File: src/rtl/tdm_demux_1to4.sv
// tdm_demux_1to4 : 1-to-4 time-division demultiplexer.
// Valid samples are collected into slots 0..2 shadow registers; the slot-3
// sample completes the frame and all four channels update together, with a
// one-cycle frame_valid pulse and a wrapping 8-bit frame counter.
// Optional feature: define TDM_DEMUX_SYNC_ERR_EN to enable the sticky
// sync_err flag (sync seen mid-frame); otherwise sync_err is tied low.
module tdm_demux_1to4 #(
    parameter int WIDTH = 1
) (
    input  logic             clk,
    input  logic             rst_n,
    input  logic [WIDTH-1:0] din,
    input  logic             in_valid,
    input  logic             sync,
    input  logic             err_clr,
    output logic [WIDTH-1:0] ch0,
    output logic [WIDTH-1:0] ch1,
    output logic [WIDTH-1:0] ch2,
    output logic [WIDTH-1:0] ch3,
    output logic             frame_valid,
    output logic [1:0]       slot,
    output logic [7:0]       frame_cnt,
    output logic             sync_err
);

    logic [1:0]       cnt_reg;
    logic [1:0]       cnt_next;
    logic [WIDTH-1:0] shadow_reg [3];
    logic [WIDTH-1:0] ch_reg [4];
    logic             frame_valid_reg;
    logic [7:0]       frame_cnt_reg;

    // A sync sample always restarts the frame at slot 0; a plain sample
    // either fills the current slot or, in slot 3, completes the frame.
    logic sync_sample;
    logic data_sample;
    logic frame_done;

    assign sync_sample = in_valid & sync;
    assign data_sample = in_valid & ~sync;
    assign frame_done  = data_sample & (cnt_reg == 2'd3);

    // Next slot: sync forces slot 1, a plain sample advances (3 wraps to 0).
    always_comb begin
        cnt_next = cnt_reg;
        if (sync_sample) begin
            cnt_next = 2'd1;
        end else if (data_sample) begin
            cnt_next = cnt_reg + 2'd1;
        end
    end

    // Slot counter register.
    always_ff @(posedge clk or negedge rst_n) begin
        if (!rst_n) begin
            cnt_reg <= 2'd0;
        end else begin
            cnt_reg <= cnt_next;
        end
    end

    genvar gi;
    generate
        for (gi = 0; gi < 3; gi++) begin : g_shadow
            // Capture the sample for this slot; sync always lands in shadow 0.
            always_ff @(posedge clk or negedge rst_n) begin
                if (!rst_n) begin
                    shadow_reg[gi] <= '0;
                end else if ((sync_sample && (gi == 0)) ||
                             (data_sample && (cnt_reg == 2'(gi)))) begin
                    shadow_reg[gi] <= din;
                end
            end
        end

        for (gi = 0; gi < 4; gi++) begin : g_ch
            if (gi < 3) begin : g_from_shadow
                // Channels 0..2 publish their shadow when the frame completes.
                always_ff @(posedge clk or negedge rst_n) begin
                    if (!rst_n) begin
                        ch_reg[gi] <= '0;
                    end else if (frame_done) begin
                        ch_reg[gi] <= shadow_reg[gi];
                    end
                end
            end else begin : g_from_din
                // Channel 3 takes the completing sample directly.
                always_ff @(posedge clk or negedge rst_n) begin
                    if (!rst_n) begin
                        ch_reg[gi] <= '0;
                    end else if (frame_done) begin
                        ch_reg[gi] <= din;
                    end
                end
            end
        end
    endgenerate

    // Frame pulse and completed-frame counter (8-bit, wraps naturally).
    always_ff @(posedge clk or negedge rst_n) begin
        if (!rst_n) begin
            frame_valid_reg <= 1'b0;
            frame_cnt_reg   <= 8'd0;
        end else begin
            frame_valid_reg <= frame_done;
            if (frame_done) begin
                frame_cnt_reg <= frame_cnt_reg + 8'd1;
            end
        end
    end

`ifdef TDM_DEMUX_SYNC_ERR_EN
    logic sync_err_reg;
    logic mid_sync;

    assign mid_sync = sync_sample & (cnt_reg != 2'd0);

    // Sticky error: a mid-frame sync sets it and wins over a simultaneous clear.
    always_ff @(posedge clk or negedge rst_n) begin
        if (!rst_n) begin
            sync_err_reg <= 1'b0;
        end else if (mid_sync) begin
            sync_err_reg <= 1'b1;
        end else if (err_clr) begin
            sync_err_reg <= 1'b0;
        end
    end

    assign sync_err = sync_err_reg;
`else
    logic unused_err_clr;
    assign unused_err_clr = err_clr;
    assign sync_err       = 1'b0;
`endif

    assign ch0         = ch_reg[0];
    assign ch1         = ch_reg[1];
    assign ch2         = ch_reg[2];
    assign ch3         = ch_reg[3];
    assign frame_valid = frame_valid_reg;
    assign slot        = cnt_reg;
    assign frame_cnt   = frame_cnt_reg;

endmodule

File: config.mk
export PLATFORM = sky130hd
export DESIGN_NAME = tdm_demux_1to4
export DESIGN_NICKNAME = d
export VERILOG_FILES = /design/src/rtl/tdm_demux_1to4.sv
export SDC_FILE = /design/constraint.sdc
export NUM_CORES = 1
export LEC_CHECK = 0
export BUFFER_PORTS_ARGS = -buffer_cell sky130_fd_sc_hd__buf_2
export CAP_MARGIN = 20
export CORE_MARGIN = 8
export CORE_UTILIZATION = 45
export DETAILED_ROUTE_END_ITERATION = 8
export HOLD_SLACK_MARGIN = 0.15
export PLACE_DENSITY = 0.83
export SYNTH_ARGS = -nofsm -noshare
export SYNTH_HDL_FRONTEND = slang
export SYNTH_SLANG_ARGS = --single-unit
export TNS_END_PERCENT = 30
File: constraint.sdc
create_clock -name clk -period 1.2 [get_ports clk]
set_input_delay 0.18 -clock clk [delete_from_list [all_inputs] [get_ports clk]]
set_output_delay 0.18 -clock clk [all_outputs]
set_load 0.05 [all_outputs]
== After elaboration in Yosys (flattened, before gate mapping) ==
Index checks and enable logic that the tools add are counted.
Storage, ports and cells
  bits in registers: 18
  output and inout bits: 16
  word-level logic and storage cells: 27
Cells by class
  $add $sub $neg: 2
  equal/unequal tests: 3
  mux-type cells: 2
  bitwise logic cells: 4
  reductions and logical operators: 6
Operator list (count)
  adder 8 x 1 -> 8 bit (second input constant): 1
  equality test 2 bit (second input constant): 2
  two-way mux 2 bit: 2
  AND 1 bit: 3
  logical AND 1 bit: 3
  adder 2 x 1 -> 2 bit (second input constant): 1
  equality test 2 x 1 -> 1 bit (second input constant): 1
  zero test 2 bit: 1
  nonzero test 2 bit: 1
  logical OR 1 bit: 1
  NOT 1 bit: 1

== Logic depth before layout (Yosys ltp) ==
Gate-level depths: netlist (run 1).
  depth in word-level cells: 4
  mapped depth: 5

== Least setup slack after synthesis (run 1) ==
No wires, ideal clock.
  path kind: reg2reg
  from: register cnt_reg[0] (netlist: slot[0])
  to: register shadow_reg[2] (netlist bit)
  setup time: 0.125 ns
  data arrival time: 1.488 ns
  required time: 1.075 ns
  setup slack: -0.413 ns
  cell stages (with the launch flop): 5
  buffers on the path: 0
  clock period less this slack: 1.613 ns
  cells stage by stage: dfrtp_1 inv_1 ha_1 o21ai_0 mux2_2
Between the ends
  longest elaborated chain between the ends: 3
RTL lines
  start: declaration: line 26  | logic [1:0] cnt_reg;
  start signal: assignment: line 58  | cnt_reg <= cnt_next;
  zero test 2 bit: line 70  | (data_sample && (cnt_reg == 2'(gi)))) begin
  logical AND 1 bit: line 70
  logical OR 1 bit: line 69  | end else if ((sync_sample && (gi == 0)) ||
  end signal: indexed assignment: line 71  | shadow_reg[gi] <= din;
  end: declaration: line 28  | logic [WIDTH-1:0] shadow_reg [3];
No other way between the ends.
A chain may end at the register's enable or synchronous reset.

== Worst setup path in the final report (run 1) ==
  from: register cnt_reg[1] (netlist: slot[1])
  to: register frame_cnt_reg[3] (netlist: frame_cnt[3])
Between the ends
  longest elaborated chain between the ends: 2
RTL lines
  equality test 2 bit: line 41  | assign frame_done = data_sample & (cnt_reg == 2'd3);
  AND 1 bit: line 41
  end signal: assignment: line 107  | frame_cnt_reg <= frame_cnt_reg + 8'd1;
  end: declaration: line 31  | logic [7:0] frame_cnt_reg;
No other way between the ends.

==> out/results.ini, run 1 <==
[pwr]
ir_drop_v = 0.00136
power-per-cell-area_nw_per_um2 = 1900
power_mw = 2.08
p_leak_nw = 0.598

[cells_and_area]
largest_reg_flops = 8
area.growth.synth_to_final_pct = 33.1
post-route-util_pct = 63.3
nets = 113
instances_no_fill = 126
fillCellCount = 150
fin_area_um2 = 1090
drive_above_1_share_pct = 49.5
n_antenna_cell = 0

[place]
place_congestion = 0.778
hpwl_mm = 1.14
dp_cells = 118
io_buffers = 19
dpl_cell_area_um2 = 1000

[yosys]
syn_nets = 85
synth_area_leaders = dfrtp_1 (55%), nand2_1 (10%), ha_1 (7.6%)
netlist_instances = 74
synth_cell_types = 18
yosysSeqAreaShare_pct = 54.9
synth-compound-area-share_pct = 1.83
synthTopCellsByCount = nand2_1 (22), dfrtp_1 (18), ha_1 (5), xor2_1 (5)
syn_area_per_cell_um2 = 11.1
synth-seq-cells = 18
synth_top_area_cell = dfrtp_1
synth.area.mux_share_pct = 4.12
syn-cell-area_um2 = 821
synth_ff_type = dfrtp_1
synth_top_area_share_pct = 54.9
async_flop_share_pct = 100
ys_warn_count = 0
synth_top_family_by_area = simple AND/OR/NAND/NOR gates
synthSimpleGateAreaFrac_pct = 20.0
synth_enable_flop_cells = 0
synthXorXnorAreaFrac_pct = 7.47
synthAdderAreaFrac_pct = 7.62
yosysMostFrequentCell = nand2_1

[cts]
root_buffer = clkbuf_4
clk_pin_slew_ns = 0.10
htreeDepth = 1
cts_tree = yes
cts.path.max_buffers = 2
cts_sinks = 18
numCtsBuffers = 3
clk_latency_ns = 0.28

[floorplanning]
start_util_pct = 47.5
rows = 15
dieArea_um2 = 3450
die_w_um = 58.7
ios = 22
die_y_um = 58.7
design.core.area_um2 = 1730

[worst_setup_path]
crit_slowest_cell = dfrtp_2
cp.required_ns = 1.38
crit_path_start_kind = flop
path_cells = ha_4 > nand3b_4 > buf_12 > buf_4 > nor2_4 > xor2_1
cp-end-kind = flop
max_stage_delay_ns = 0.46
crit_buf_inv = 2
cp_max_fo = 7
path_class = flop to flop
path_delay_family = flip-flops
worstPathArrival_ns = 1.42

[sta]
fmax_ghz = 0.807
drv_slew = 0
fin_crit_ns = 1.24
whs_ns = 0.173
hold_violations = 0
setup_viol = 3
rsz0062_at_grt = true
setup_slack_ns = -0.0393
fin_crit_sh_pct = 103
skew_ns = 0.00240

[grt]
grt_overflow = 0
grt_use_total_pct = 9.55
grt_pass1_vias = 588
grt_pass1_wl_mm = 2.54
grt_start_max_net_pins = 19
antenna_found_initial = 0

[drt]
drtIter0Drc = 8
routed_wl_mm = 1.54
post-route-drc-count = 0
dr.pass1.iters = 4
ant_nets = 0
wire_per_inst_um = 12.2
vias = 567
routed_via_density = 4.50

[run]
maxCapViolCount = 0

[status]
outcome = complete, but fails checks
violations = negative setup slack

[min_path]
min_path_type = primary input to flop

==> metal layers <==
metal  track usage (%)  up-vias  share of wire, %
met1              10.7      267                43
met3              3.48        0               6.2
met2              15.9       14                51
li1                  -      286                 -
met4              4.10        0                 0
met5                 0        -                 0
==> what timing repair did <==
item | in CTS | in global routing
setup endpoints to repair | 6 | 12
hold buffers | 2 | 0
pin swaps | 2 | 4
setup buffers | 0 | 2
resized for setup | 5 | 3
hold endpoints to repair | 19 | 0
==> cells by family (layout without fill, tap and decap cells) <==
family / count (synthesis) / after routing
AND/OR/NAND/NOR: 32 / 32
buffers and inverters: 5 / 32
AO/OA/AOI/OAI: 3 / 3
adder cells (fa/ha/maj): 5 / 5
flip-flops: 18 / 18
other: 1 / 1
XOR/XNOR: 7 / 7
multiplexers: 3 / 3
==> worst register-to-register path, stage by stage, from the launching register on <==
cell      delay [ns]
dfrtp_2         0.46
ha_4            0.18
nand3b_4        0.08
buf_12          0.13
buf_4           0.12
nor2_4          0.03
xor2_1          0.15
==> stage by stage <==
stage | worst slack [ns] | setup TNS, ns
3_5_place_dp | -0.0284 | -0.0301
4_1_cts | -0.0391 | -0.0777
6_report | -0.0393 | -0.0604
2_1_floorplan | -0.176 | -1.05
5_1_grt | -0.101 | -0.816
3_3_place_gp | -0.00773 | -0.00773
==> report_power, final <==
group          leakage (nW)  internal [mW]  switching, mW
clock                0.0150          0.129          0.173
combinational         0.363          0.239          0.636
sequential            0.219          0.770          0.130
==> cell usage in the layout, fill, tap and decap left out, types with 2 or more instances in the layout <==
cell	count
buf_4	3
ha_1	3
mux2_2	2
buf_2	16
dfrtp_1	9
nand2_1	22
dlygate4sd3_1	2
dfrtp_2	9
clkbuf_4	5
xnor2_1	2
xor2_1	5
inv_2	2
==> area by class of cell <==
type	instances	area [um^2]	share of cell area, %
timing repair buffer	25	169	15.5
sequential	18	462	42.3
inverter	3	11.3	1.03
tap	25	31.3	2.86
multi-input combinational	51	393	36.0
clock buffer	4	26.3	2.41
==> worst paths after layout <==
path	startpoint	end	slack, ns	depth (start not counted)
max in group asynchronous	rst_n	frame_cnt[0]	0.55	2
worst min register to register	shadow_reg[1]	ch1	0.48	2
min in group asynchronous	rst_n	ch0	0.35	2
worst max-delay path	slot[1]	frame_cnt[3]	-0.04	6
worst min-delay path	in_valid	slot[1]	0.17	2
worst max register to register	slot[1]	frame_cnt[3]	-0.04	6
Power figures use the tool's default switching activity.
==> run 2: changes to the inputs <==
--- a/config.mk
+++ b/config.mk
@@ -8,10 +8,10 @@
 export BUFFER_PORTS_ARGS = -buffer_cell sky130_fd_sc_hd__buf_2
 export CAP_MARGIN = 20
 export CORE_MARGIN = 8
-export CORE_UTILIZATION = 45
+export CORE_UTILIZATION = 40
 export DETAILED_ROUTE_END_ITERATION = 8
 export HOLD_SLACK_MARGIN = 0.15
-export PLACE_DENSITY = 0.83
+export PLACE_DENSITY = 0.76
 export SYNTH_ARGS = -nofsm -noshare
 export SYNTH_HDL_FRONTEND = slang
 export SYNTH_SLANG_ARGS = --single-unit
==> run 2 against run 1 <==
Against the previous run: the run still ends with negative setup slack left; final area is 1.4% higher; count of clock-buffer cells in the layout unchanged; combinational power increased by 1%; sequential share of layout area shrank 0.57 points; total power is 3.4% higher; critical path depth shrank 2; routed wire length up 7.6%.
==> out/results.ini, run 2 (synthesized netlist as in run 1, its figures left out) <==
[cells_and_area]
final_cell_mix = nand2_1 (22), buf_2 (16), dfrtp_1 (9), dfrtp_2 (9)  ; unchanged
instances_no_fill = 128  ; was 126
layout_commonest_cell = nand2_1  ; unchanged
n_antenna_cell = 0  ; unchanged
nets = 113  ; unchanged
drive_above_1_share_pct = 50.5  ; was 49.5%
largest_reg_flops = 8  ; unchanged
post-route-util_pct = 57.0  ; was 63.3%
area.growth.synth_to_final_pct = 34.9  ; was 33.1%

[place]
place_congestion = 0.758  ; was 0.778
io_buffers = 19  ; unchanged
hpwl_mm = 1.21  ; was 1.14 mm
dp_slack_ns = -0.0513  ; was -0.0284 ns
dp_cells = 122  ; was 118

[pwr]
p_int_mw = 1.20  ; was 1.14 mW
ir_drop_v = 0.00107  ; was 0.00136 V
power-per-cell-area_nw_per_um2 = 1940  ; was 1900 nW/um^2
power_frac_comb_pct = 41.2  ; was 42.1%
seqPwrFrac_pct = 41.7  ; was 43.3%
power_mw = 2.15  ; was 2.08 mW
p_clk_share_pct = 17.1  ; was 14.5%
p_sw_share_pct = 44.0  ; was 45.2%
p_leak_nw = 0.603  ; was 0.598 nW
switchingPower_uw = 946  ; was 939 uW

[worst_setup_path]
path_class = flop to flop  ; unchanged
crit_path_start_kind = flop  ; unchanged
worstPathArrival_ns = 1.43  ; was 1.42 ns
path_delay_family = flip-flops  ; unchanged
cp_max_fo = 4  ; was 7
crit_buf_inv = 1  ; was 2
cp.required_ns = 1.38  ; about the same
path_cells = inv_2 > ha_4 > o21ai_2 > mux2_4  ; was ha_4 > nand3b_4 > buf_12 > buf_4 > nor2_4 > xor2_1
max_stage_delay_ns = 0.43  ; was 0.46 ns
crit_slowest_cell = dfrtp_2  ; unchanged
cp-end-kind = flop  ; unchanged

[status]
violations = negative setup slack  ; unchanged
outcome = complete, but fails checks  ; unchanged

[sta]
fin_crit_ns = 1.25  ; was 1.24 ns
setup_slack_ns = -0.0475  ; was -0.0393 ns
setup_tns_ns = -0.119  ; was -0.0604 ns
setup_viol = 4  ; was 3
fmax_ghz = 0.802  ; was 0.807 GHz
rsz0062_at_grt = true  ; unchanged
fin_crit_sh_pct = 104  ; was 103%
hold_violations = 0  ; unchanged
drv_slew = 0  ; unchanged
skew_ns = 0.00535  ; was 0.00240 ns

[floorplanning]
design.core.area_um2 = 1940  ; was 1730 um^2
dieArea_um2 = 3760  ; was 3450 um^2
die_y_um = 61.3  ; was 58.7 um
start_util_pct = 42.3  ; was 47.5%
die_w_um = 61.3  ; was 58.7 um
rows = 16  ; was 15
ios = 22  ; unchanged

[grt]
grt_overflow = 0  ; unchanged
grt_use_total_pct = 9.65  ; was 9.55%
grt_start_max_net_pins = 19  ; unchanged
top_usage_layer = met2  ; unchanged
use_met1_pct = 11.1  ; was 10.7%
grt_pass1_wl_mm = 2.70  ; was 2.54 mm
grtUsageMet2_pct = 16.6  ; was 15.9%
grt_pass1_vias = 604  ; was 588
grt.met3_usage_pct = 2.92  ; was 3.48%
antenna_found_initial = 0  ; unchanged

[drt]
routed_wl_mm = 1.65  ; was 1.54 mm
dr.pass1.iters = 4  ; unchanged
ant_nets = 0  ; unchanged
vias = 582  ; was 567
drtIter0Drc = 10  ; was 8
wire_per_inst_um = 12.9  ; was 12.2 um
post-route-drc-count = 0  ; unchanged
routed_via_density = 4.55  ; was 4.50

[cts]
post_cts_buffers = 0  ; unchanged
cts_sinks = 18  ; unchanged
clk_latency_ns = 0.29  ; was 0.28 ns
root_buffer = clkbuf_4  ; unchanged
htreeDepth = 1  ; unchanged
numCtsBuffers = 3  ; unchanged
cts.path.max_buffers = 2  ; unchanged
clk_pin_slew_ns = 0.11  ; was 0.10 ns
cts_tree = yes  ; unchanged

[min_path]
min_path_type = primary input to flop  ; unchanged

[run]
maxCapViolCount = 0  ; unchanged

[run 2: through the flow]
| step | hold slack, ns | instance area, um^2 |
|---|---|---|
| 2_1_floorplan | -0.116 | 868 |
| 3_3_place_gp | 0.129 | 1010 |
| 3_5_place_dp | 0.133 | 1010 |
| 4_1_cts | 0.164 | 1090 |
| 5_1_grt | 0.165 | 1110 |
| 6_report | 0.178 | 1110 |
[run 2: path summary, 6_finish.rpt]
kind / to / depth (start not counted) / slack [ns] / startpoint
max: shadow_reg[2] / 4 / -0.05 / slot[1]
min: slot[1] / 2 / 0.18 / in_valid
max reg2reg: shadow_reg[2] / 4 / -0.05 / slot[1]
min reg2reg: frame_cnt[7] / 1 / 0.47 / frame_cnt[7]
max in group asynchronous: frame_cnt[1] / 2 / 0.55 / rst_n
min in group asynchronous: slot[0] / 2 / 0.34 / rst_n
[run 2: layout make-up]
class / count / area, um^2
inverter: 3 / 11.3
tap: 27 / 33.8
clock buffer: 4 / 36.3
timing repair buffer: 25 / 160
multi-input combinational: 51 / 404
fill: 173 / 835
sequential: 18 / 462
[run 2: power groups by stage]
stage	Sequential, mW	Clock, mW	Combinational, mW
4_1_cts	0.898	0.381	0.873
2_1_floorplan	1.33	0	0.208
5_1_grt	0.917	0.416	0.944
3_3_place_gp	0.903	0	0.837
6_report	0.896	0.368	0.884
3_5_place_dp	0.910	0	0.851
[run 2: metal layers]
layer / part of all wire [%] / wire length [um]
met1: 42 / 692
met2: 50 / 830
met3: 7.3 / 120
met4: 0.48 / 8
met5: 0 / 0
[run 2: repair_timing]
| action | CTS | global route |
|---|---|---|
| hold buffers | 2 | 0 |
| endpoints found under the hold margin | 19 | 0 |
| resized for setup | 7 | 4 |
| endpoints found under the setup margin | 5 | 13 |
| pin swaps | 2 | 1 |
[run 2: worst register-to-register path: stages (launching register included)]
cell	delay [ns]
dfrtp_2	0.43
inv_2	0.08
ha_4	0.16
o21ai_2	0.16
mux2_4	0.31
